$ cat config.mk
export PLATFORM = sky130hd
export DESIGN_NAME = kernel_bc_vertex_packer
export DESIGN_NICKNAME = d
export VERILOG_FILES = /design/src/rtl/kernel_bc_pkg.sv /design/src/rtl/kernel_bc_vertex_packer_oreg.sv /design/src/rtl/kernel_bc_vertex_packer.sv
export SDC_FILE = /design/constraint.sdc
export NUM_CORES = 2
export LEC_CHECK = 0
export BUFFER_PORTS_ARGS = -buffer_cell sky130_fd_sc_hd__buf_4
export CAP_MARGIN = 0
export CORE_MARGIN = 2
export CORE_UTILIZATION = 61
export CTS_BUF_LIST = sky130_fd_sc_hd__clkbuf_2
export CTS_CLUSTER_SIZE = 40
export DETAILED_ROUTE_END_ITERATION = 7
export PLACE_DENSITY_LB_ADDON = 0.08
export SLEW_MARGIN = 20
export SYNTH_ARGS = -nofsm -noshare
export SYNTH_HDL_FRONTEND = slang
export SYNTH_SLANG_ARGS = --single-unit
$ cat constraint.sdc
create_clock -name ap_clk -period 4.3 [get_ports ap_clk]
set_clock_uncertainty 0.15 [all_clocks]
set_input_delay 0.43 -clock ap_clk [delete_from_list [all_inputs] [get_ports ap_clk]]
set_output_delay 0.43 -clock ap_clk [all_outputs]
set_load 0.02 [all_outputs]
$ cat src/rtl/kernel_bc_pkg.sv
// rtl/kernel_bc_pkg.sv - shared FSM encoding and defaults for the vertex packer
package kernel_bc_pkg;

  localparam int          DEF_LANES    = 16;
  localparam logic [31:0] DEF_SENTINEL = 32'hFFFF_FFFF;

  typedef enum logic [1:0] {
    IDLE  = 2'd0,
    PACK  = 2'd1,
    FLUSH = 2'd2,
    DONE  = 2'd3
  } state_t;

endpackage

$ cat src/rtl/kernel_bc_vertex_packer_oreg.sv
// rtl/kernel_bc_vertex_packer_oreg.sv - output word register with hold/load handshake
module kernel_bc_vertex_packer_oreg
  import kernel_bc_pkg::*;
#(
  parameter int LANES = DEF_LANES
) (
  input  logic                  clk,
  input  logic                  rst_n,
  input  logic                  load,
  input  logic [32*LANES-1:0]   load_data,
  input  logic [LANES-1:0]      load_keep,
  input  logic                  load_last,
  input  logic                  ready,
  output logic [32*LANES-1:0]   data,
  output logic [LANES-1:0]      keep,
  output logic                  last,
  output logic                  valid,
  output logic                  free
);

  // A new word may replace the held one in the same cycle it is accepted.
  assign free = ~valid | ready;

  // Payload only changes on load, so it stays frozen while the consumer stalls.
  always_ff @(posedge clk or negedge rst_n) begin
    if (!rst_n) begin
      data  <= '0;
      keep  <= '0;
      last  <= 1'b0;
      valid <= 1'b0;
    end else if (load) begin
      data  <= load_data;
      keep  <= load_keep;
      last  <= load_last;
      valid <= 1'b1;
    end else if (ready) begin
      valid <= 1'b0;
    end
  end

endmodule

$ cat src/rtl/kernel_bc_vertex_packer.sv
// rtl/kernel_bc_vertex_packer.sv - packs a sentinel-terminated vertex ID stream into LANES-wide words
module kernel_bc_vertex_packer
  import kernel_bc_pkg::*;
#(
  parameter int          LANES    = DEF_LANES,
  parameter logic [31:0] SENTINEL = DEF_SENTINEL
) (
  input  logic                  ap_clk,
  input  logic                  ap_rst_n,
  input  logic                  ap_start,
  output logic                  ap_idle,
  output logic                  ap_done,
  input  logic                  in_empty_n,
  input  logic [31:0]           in_dout,
  output logic                  in_read,
  output logic [32*LANES-1:0]   out_data,
  output logic [LANES-1:0]      out_keep,
  output logic                  out_last,
  output logic                  out_valid,
  input  logic                  out_ready,
  output logic [31:0]           vertex_count
);

  localparam int            LW        = (LANES > 1) ? $clog2(LANES) : 1;
  localparam logic [LW-1:0] LAST_LANE = LW'(LANES - 1);

  state_t               state;
  state_t               state_next;
  logic [LW-1:0]        lane_cnt;
  logic [32*LANES-1:0]  acc;
  logic [32*LANES-1:0]  acc_wr;
  logic [LANES-1:0]     keep_res;
  logic                 oreg_free;
  logic                 is_sentinel;
  logic                 word_end;
  logic                 stall;
  logic                 pop_id;
  logic                 load;
  logic [32*LANES-1:0]  load_data;
  logic [LANES-1:0]     load_keep;
  logic                 load_last;

  assign is_sentinel = (in_dout == SENTINEL);
  // A pop that would need the output register must wait for it to be free.
  assign word_end    = (lane_cnt == LAST_LANE) | is_sentinel;
  assign stall       = out_valid & ~out_ready & word_end;
  assign in_read     = in_empty_n & (state == PACK) & ~stall;
  assign pop_id      = in_read & ~is_sentinel;
  assign ap_idle     = (state == IDLE);
  assign ap_done     = (state == DONE);

  // Accumulator image with the incoming ID dropped into the current lane.
  always_comb begin
    acc_wr = acc;
    acc_wr[32*lane_cnt +: 32] = in_dout;
  end

  // Residual keep mask: one bit per lane already filled.
  always_comb begin
    keep_res = '0;
    for (int k = 0; k < LANES; k++) begin
      keep_res[k] = (k < int'(lane_cnt));
    end
  end

  // State register.
  always_ff @(posedge ap_clk or negedge ap_rst_n) begin
    if (!ap_rst_n) begin
      state <= IDLE;
    end else begin
      state <= state_next;
    end
  end

  // Next-state and output-register load decisions.
  always_comb begin
    state_next = state;
    load       = 1'b0;
    load_data  = acc_wr;
    load_keep  = '1;
    load_last  = 1'b0;
    case (state)
      IDLE: begin
        if (ap_start) state_next = PACK;
      end
      PACK: begin
        if (in_read) begin
          if (is_sentinel) begin
            state_next = FLUSH;
          end else if (lane_cnt == LAST_LANE) begin
            load = 1'b1;
          end
        end
      end
      FLUSH: begin
        // Once the last word is held, wait for its handshake; otherwise emit it.
        if (out_valid & out_last) begin
          if (out_ready) state_next = DONE;
        end else if (oreg_free) begin
          load      = 1'b1;
          load_data = acc;
          load_keep = keep_res;
          load_last = 1'b1;
        end
      end
      DONE: begin
        state_next = IDLE;
      end
      default: begin
        state_next = IDLE;
      end
    endcase
  end

  // Lane counter, accumulator and vertex count.
  always_ff @(posedge ap_clk or negedge ap_rst_n) begin
    if (!ap_rst_n) begin
      lane_cnt     <= '0;
      acc          <= '0;
      vertex_count <= '0;
    end else if ((state == IDLE) && ap_start) begin
      lane_cnt     <= '0;
      acc          <= '0;
      vertex_count <= '0;
    end else if (pop_id) begin
      vertex_count <= vertex_count + 32'd1;
      if (lane_cnt == LAST_LANE) begin
        // Full word has moved to the output register; restart with zeroed lanes.
        lane_cnt <= '0;
        acc      <= '0;
      end else begin
        lane_cnt <= lane_cnt + 1'b1;
        acc      <= acc_wr;
      end
    end
  end

  kernel_bc_vertex_packer_oreg #(
    .LANES (LANES)
  ) u_oreg (
    .clk       (ap_clk),
    .rst_n     (ap_rst_n),
    .load      (load),
    .load_data (load_data),
    .load_keep (load_keep),
    .load_last (load_last),
    .ready     (out_ready),
    .data      (out_data),
    .keep      (out_keep),
    .last      (out_last),
    .valid     (out_valid),
    .free      (oreg_free)
  );

endmodule
==> Flow_metrics.wiki <==
{| class="wikitable"
! Metric !! Value
|-
| Avg Synthesized Cell Area || 12.5 sq um
|-
| Category of the worst setup path capture point || primary output
|-
| Count of different cell masters after synthesis || 59
|-
| Gr ovfl total || 0
|-
| Arr. time, crit path || 3.56 ns
|-
| Synth Area in Compound Gates || 19.0%
|-
| Switching component of the power || 8.82 mW
|-
| H-Tree Level Count || 5
|-
| Startpoint class of the critical path || primary input
|-
| Maximum number of pins on one net before global-route repair || 114
|-
| Area share of and/or/nand/nor cells after synthesis || 3.63%
|-
| Storage cell area || 27,000 sq um
|-
| Count of maximum capacitance violations || 0
|-
| Portion of the post-synthesis area used by sequential elements || 54.6%
|-
| Number of DRC markers in iteration 0 || 4,212
|-
| Clock network fraction of design power || 28.1%
|-
| Number of buffers added by the clock tree synthesis step || 289
|-
| Crit-path cells || dlygate4sd3_1 > dlygate4sd3_1 > buf_4 > nand4_1 > dlygate4sd3_1 > or4_4 > o21ai_0 > a21oi_1 > buf_4
|-
| # Post-CTS Setup Buffers || 0
|-
| Gr usage total || 39.5%
|-
| Die ar. || 83,500 sq um
|-
| Critical path type || in -> out
|-
| Number of standard cells after synthesis || 3,961
|-
| Via count || 38,800
|-
| Initial antenna violation count || 11
|-
| Aggregate negative setup slack || 0 ns
|-
| Mux contribution to synthesized area || 18.0%
|-
| Worst endpoint required time || 3.72 ns
|-
| Leading cell type in the layout, fill and taps excluded || dfrtp_1
|-
| Worst min path class || in -> reg
|-
| Row Count || 104
|-
| Clk Tree Root Cell || clkbuf_2
|-
| Max VDD drop || 0.331 mV
|-
| Detailed Place HPWL || 100,000 um
|-
| # IOs || 602
|-
| # setup viols final || 0
|-
| Share of the synthesized netlist area taken by xor and xnor gates || 0.336%
|-
| Fraction of layout cells with a size suffix above 1 || 36.5%
|-
| Final Hold Slack || 0.0945 ns
|-
| Die boundary height || 289 um
|-
| Number of antenna-violating nets in the routed design || 0
|-
| # port buffers || 601
|-
| Wire length per cell after detailed routing || 27.7 um
|-
| Measured slew at the worst slew-check pin || 1.21 ns
|-
| Number of enable flip-flop cells after synthesis || 0
|-
| Most frequent cells in the layout || dfrtp_1, o21ai_0, buf_4
|-
| CTS tree || done
|-
| Die X || 289 um
|-
| Synthesized cell area || 49,500 sq um
|-
| Number of global-route vias before repair || 38,400
|-
| Count of fill cells added during filler insertion || 5,793
|-
| Clock latency on the worst-skew pair || 1.57 ns
|-
| Share of the core filled with cells || 72.5%
|-
| Worst Setup Slack post-DPL || 0.586 ns
|-
| Async set or reset register ratio after synthesis || 100%
|-
| Combinational cell fraction of total power || 24.8%
|-
| Seq pwr share || 47.1%
|-
| Violations in the final reports || DRC
|-
| Largest family of logic cells by synthesized area || compound AO/OA/AOI/OAI gates
|-
| Result of the run || finished, violations left
|-
| Area of combinational cells with multiple inputs || 20,600 sq um
|-
| Initial core utilization || 61.6%
|-
| CP Max Fanout || 6
|-
| Yosys synthesis warning count || 0
|-
| Top_reg_cell synth || dfrtp_1
|-
| Clock-pin slew reported for the worst setup and hold paths after clock tree synthesis || 0.10 ns
|-
| Fin worst setup slack || 0.163 ns
|-
| Power Internal || 15.1 mW
|-
| Number of failing hold endpoints at the final stage || 0
|-
| Share of the clock period used by the worst path || 96.2%
|-
| Post-synth net total || 4,008
|-
| Standby leakage power || 27.5 nW
|-
| Synth-to-layout area growth || 17.8%
|-
| Post-layout min period || 4.14 ns
|-
| Achievable clock frequency || 0.242 GHz
|-
| Final slew viol count || 0
|-
| Net switching fraction of the power || 36.8%
|-
| DRC violation count after routing || 1
|-
| Detailed-route wire length || 166,000 um
|-
| Adder-cell share of the synthesized area || 0.253%
|-
| Area of the placeable core || 80,400 sq um
|-
| RePlAce Congestion || 0.874
|-
| Maximum number of buffers from clock root to sink || 4
|-
| Via-to-Cell Ratio || 6.49
|-
| Clock Sink Count || 1,080
|-
| Final #Nets || 4,766
|-
| Critical-path cell with the highest stage delay || dlygate4sd3_1
|-
| Unrepaired setup endpoints after global routing || false
|-
| Worst slew margin || 18.8%
|-
| Biggest cell delay along the critical path || 0.62 ns
|-
| Areal power density over the cells || 410 nW/um^2
|-
| Drt pass-1 iters || 8
|-
| #FFs+latches synth || 1,080
|-
| FF-to-FF setup slack || 0.52 ns
|-
| Global-route wire length before repair || 246,000 um
|-
| Critical path's most frequent cell || dlygate4sd3_1
|}
critical path: cells and delay by family:
| kind | cells | cell delay, ns |
|---|---|---|
| buffers and inverters | 5 | 2.10 |
| AOI/OAI and AO/OA | 2 | 0.28 |
| and+or+nand+nor | 2 | 0.74 |
metal layers:
layer  track usage (%)  part of all wire [%]  vias to the layer above
li1                  -                     -                    16300
met1              52.8                    39                    19600
met2              56.8                    45                     2448
met3              13.4                    11                      500
met4              21.7                   5.4                        0
met5                 0                     0                        -
layout make-up:
class,count,area share [%]
tap,1060,2.27
clock buffer,405,3.48
multi-input combinational,2462,35.3
inverter,50,0.322
timing repair buffer,836,11.8
clock inverter,55,0.369
sequential,1080,46.3
antenna,20,0.0858
worst paths after layout:
kind                       depth (start not counted)   startpoint               end
max                                                9  in_dout[13]           in_read
min                                                7   in_empty_n  vertex_count[20]
max reg2reg                                        8  lane_cnt[0]  u_oreg.data[219]
min reg2reg                                        1     acc[225]          acc[225]
max in group asynchronous                          6     ap_rst_n          acc[173]
min in group asynchronous                          5     ap_rst_n          acc[273]
what timing repair did:
action	in CTS	in global routing
resized for setup	0	1
endpoints found under the setup margin	0	1
hold buffers	96	0
hold endpoints to repair	2160	0
cell usage after synthesis, types with 6 or more instances:
master     instances  area share [%]
dfrtp_1         1080              55
a211oi_1           6           0.091
inv_1             48            0.36
a22o_1            67             1.2
o2bb2ai_1        464             8.2
mux2_2            66             1.5
mux2_1            15            0.34
mux2_4           510              15
and2_1            35            0.44
buf_6             59             1.3
o22ai_1           10            0.13
and3_1             8            0.10
a2111oi_0          7            0.12
o21ai_0          777             7.9
and4_1             6            0.11
nand3_1           22            0.22
nor2_1            35            0.27
o2111ai_1          9            0.16
nor3_1            12            0.12
buf_1             20            0.15
clkbuf_1         218             1.7
buf_2             69            0.70
o31ai_1           32            0.49
or3_1             10            0.13
nand2b_1          10            0.13
a21oi_1           17            0.17
nand2_1          209             1.6
ha_1              10            0.25
o21ai_1           16            0.16
mux2i_1           35            0.71
xnor2_1           16            0.28
nand4_1           12            0.15
stage by stage:
step	power [mW]	cell area [sq um]	instances
after CTS	23.9	58300	5948
final	23.9	58300	5968
after detailed placement	17.2	55000	5392
after global routing	24.9	58300	5957
after floorplan	14.6	49500	3961
after global placement	17.1	55000	5392
logic make-up (layout without fill, tap and decap cells):
logic type,Yosys count,count (layout)
buffers and inverters,419,1346
other,0,20
DFF,1080,1080
AOI/OAI and AO/OA,1427,1427
adders and majority gates,10,10
and+or+nand+nor,380,380
xor gates and xnor gates,19,19
muxes,626,626
power groups by stage:
stage | combinational (mW) | clock [mW] | sequential (mW)
global placement | 5.65 | 0 | 11.4
CTS | 5.82 | 6.80 | 11.2
floorplan | 3.00 | 0 | 11.7
global route | 6.26 | 7.31 | 11.3
finish | 5.93 | 6.73 | 11.3
detailed placement | 5.73 | 0 | 11.4
sequential cells by signal (all words and copies together) (netlist names):
name          flops
acc             512
u_oreg.data     512
vertex_count     32
u_oreg.keep      16
lane_cnt          4
state             2
u_oreg.last       1
u_oreg.valid      1
Note: power is estimated with default switching activity, not from simulation.
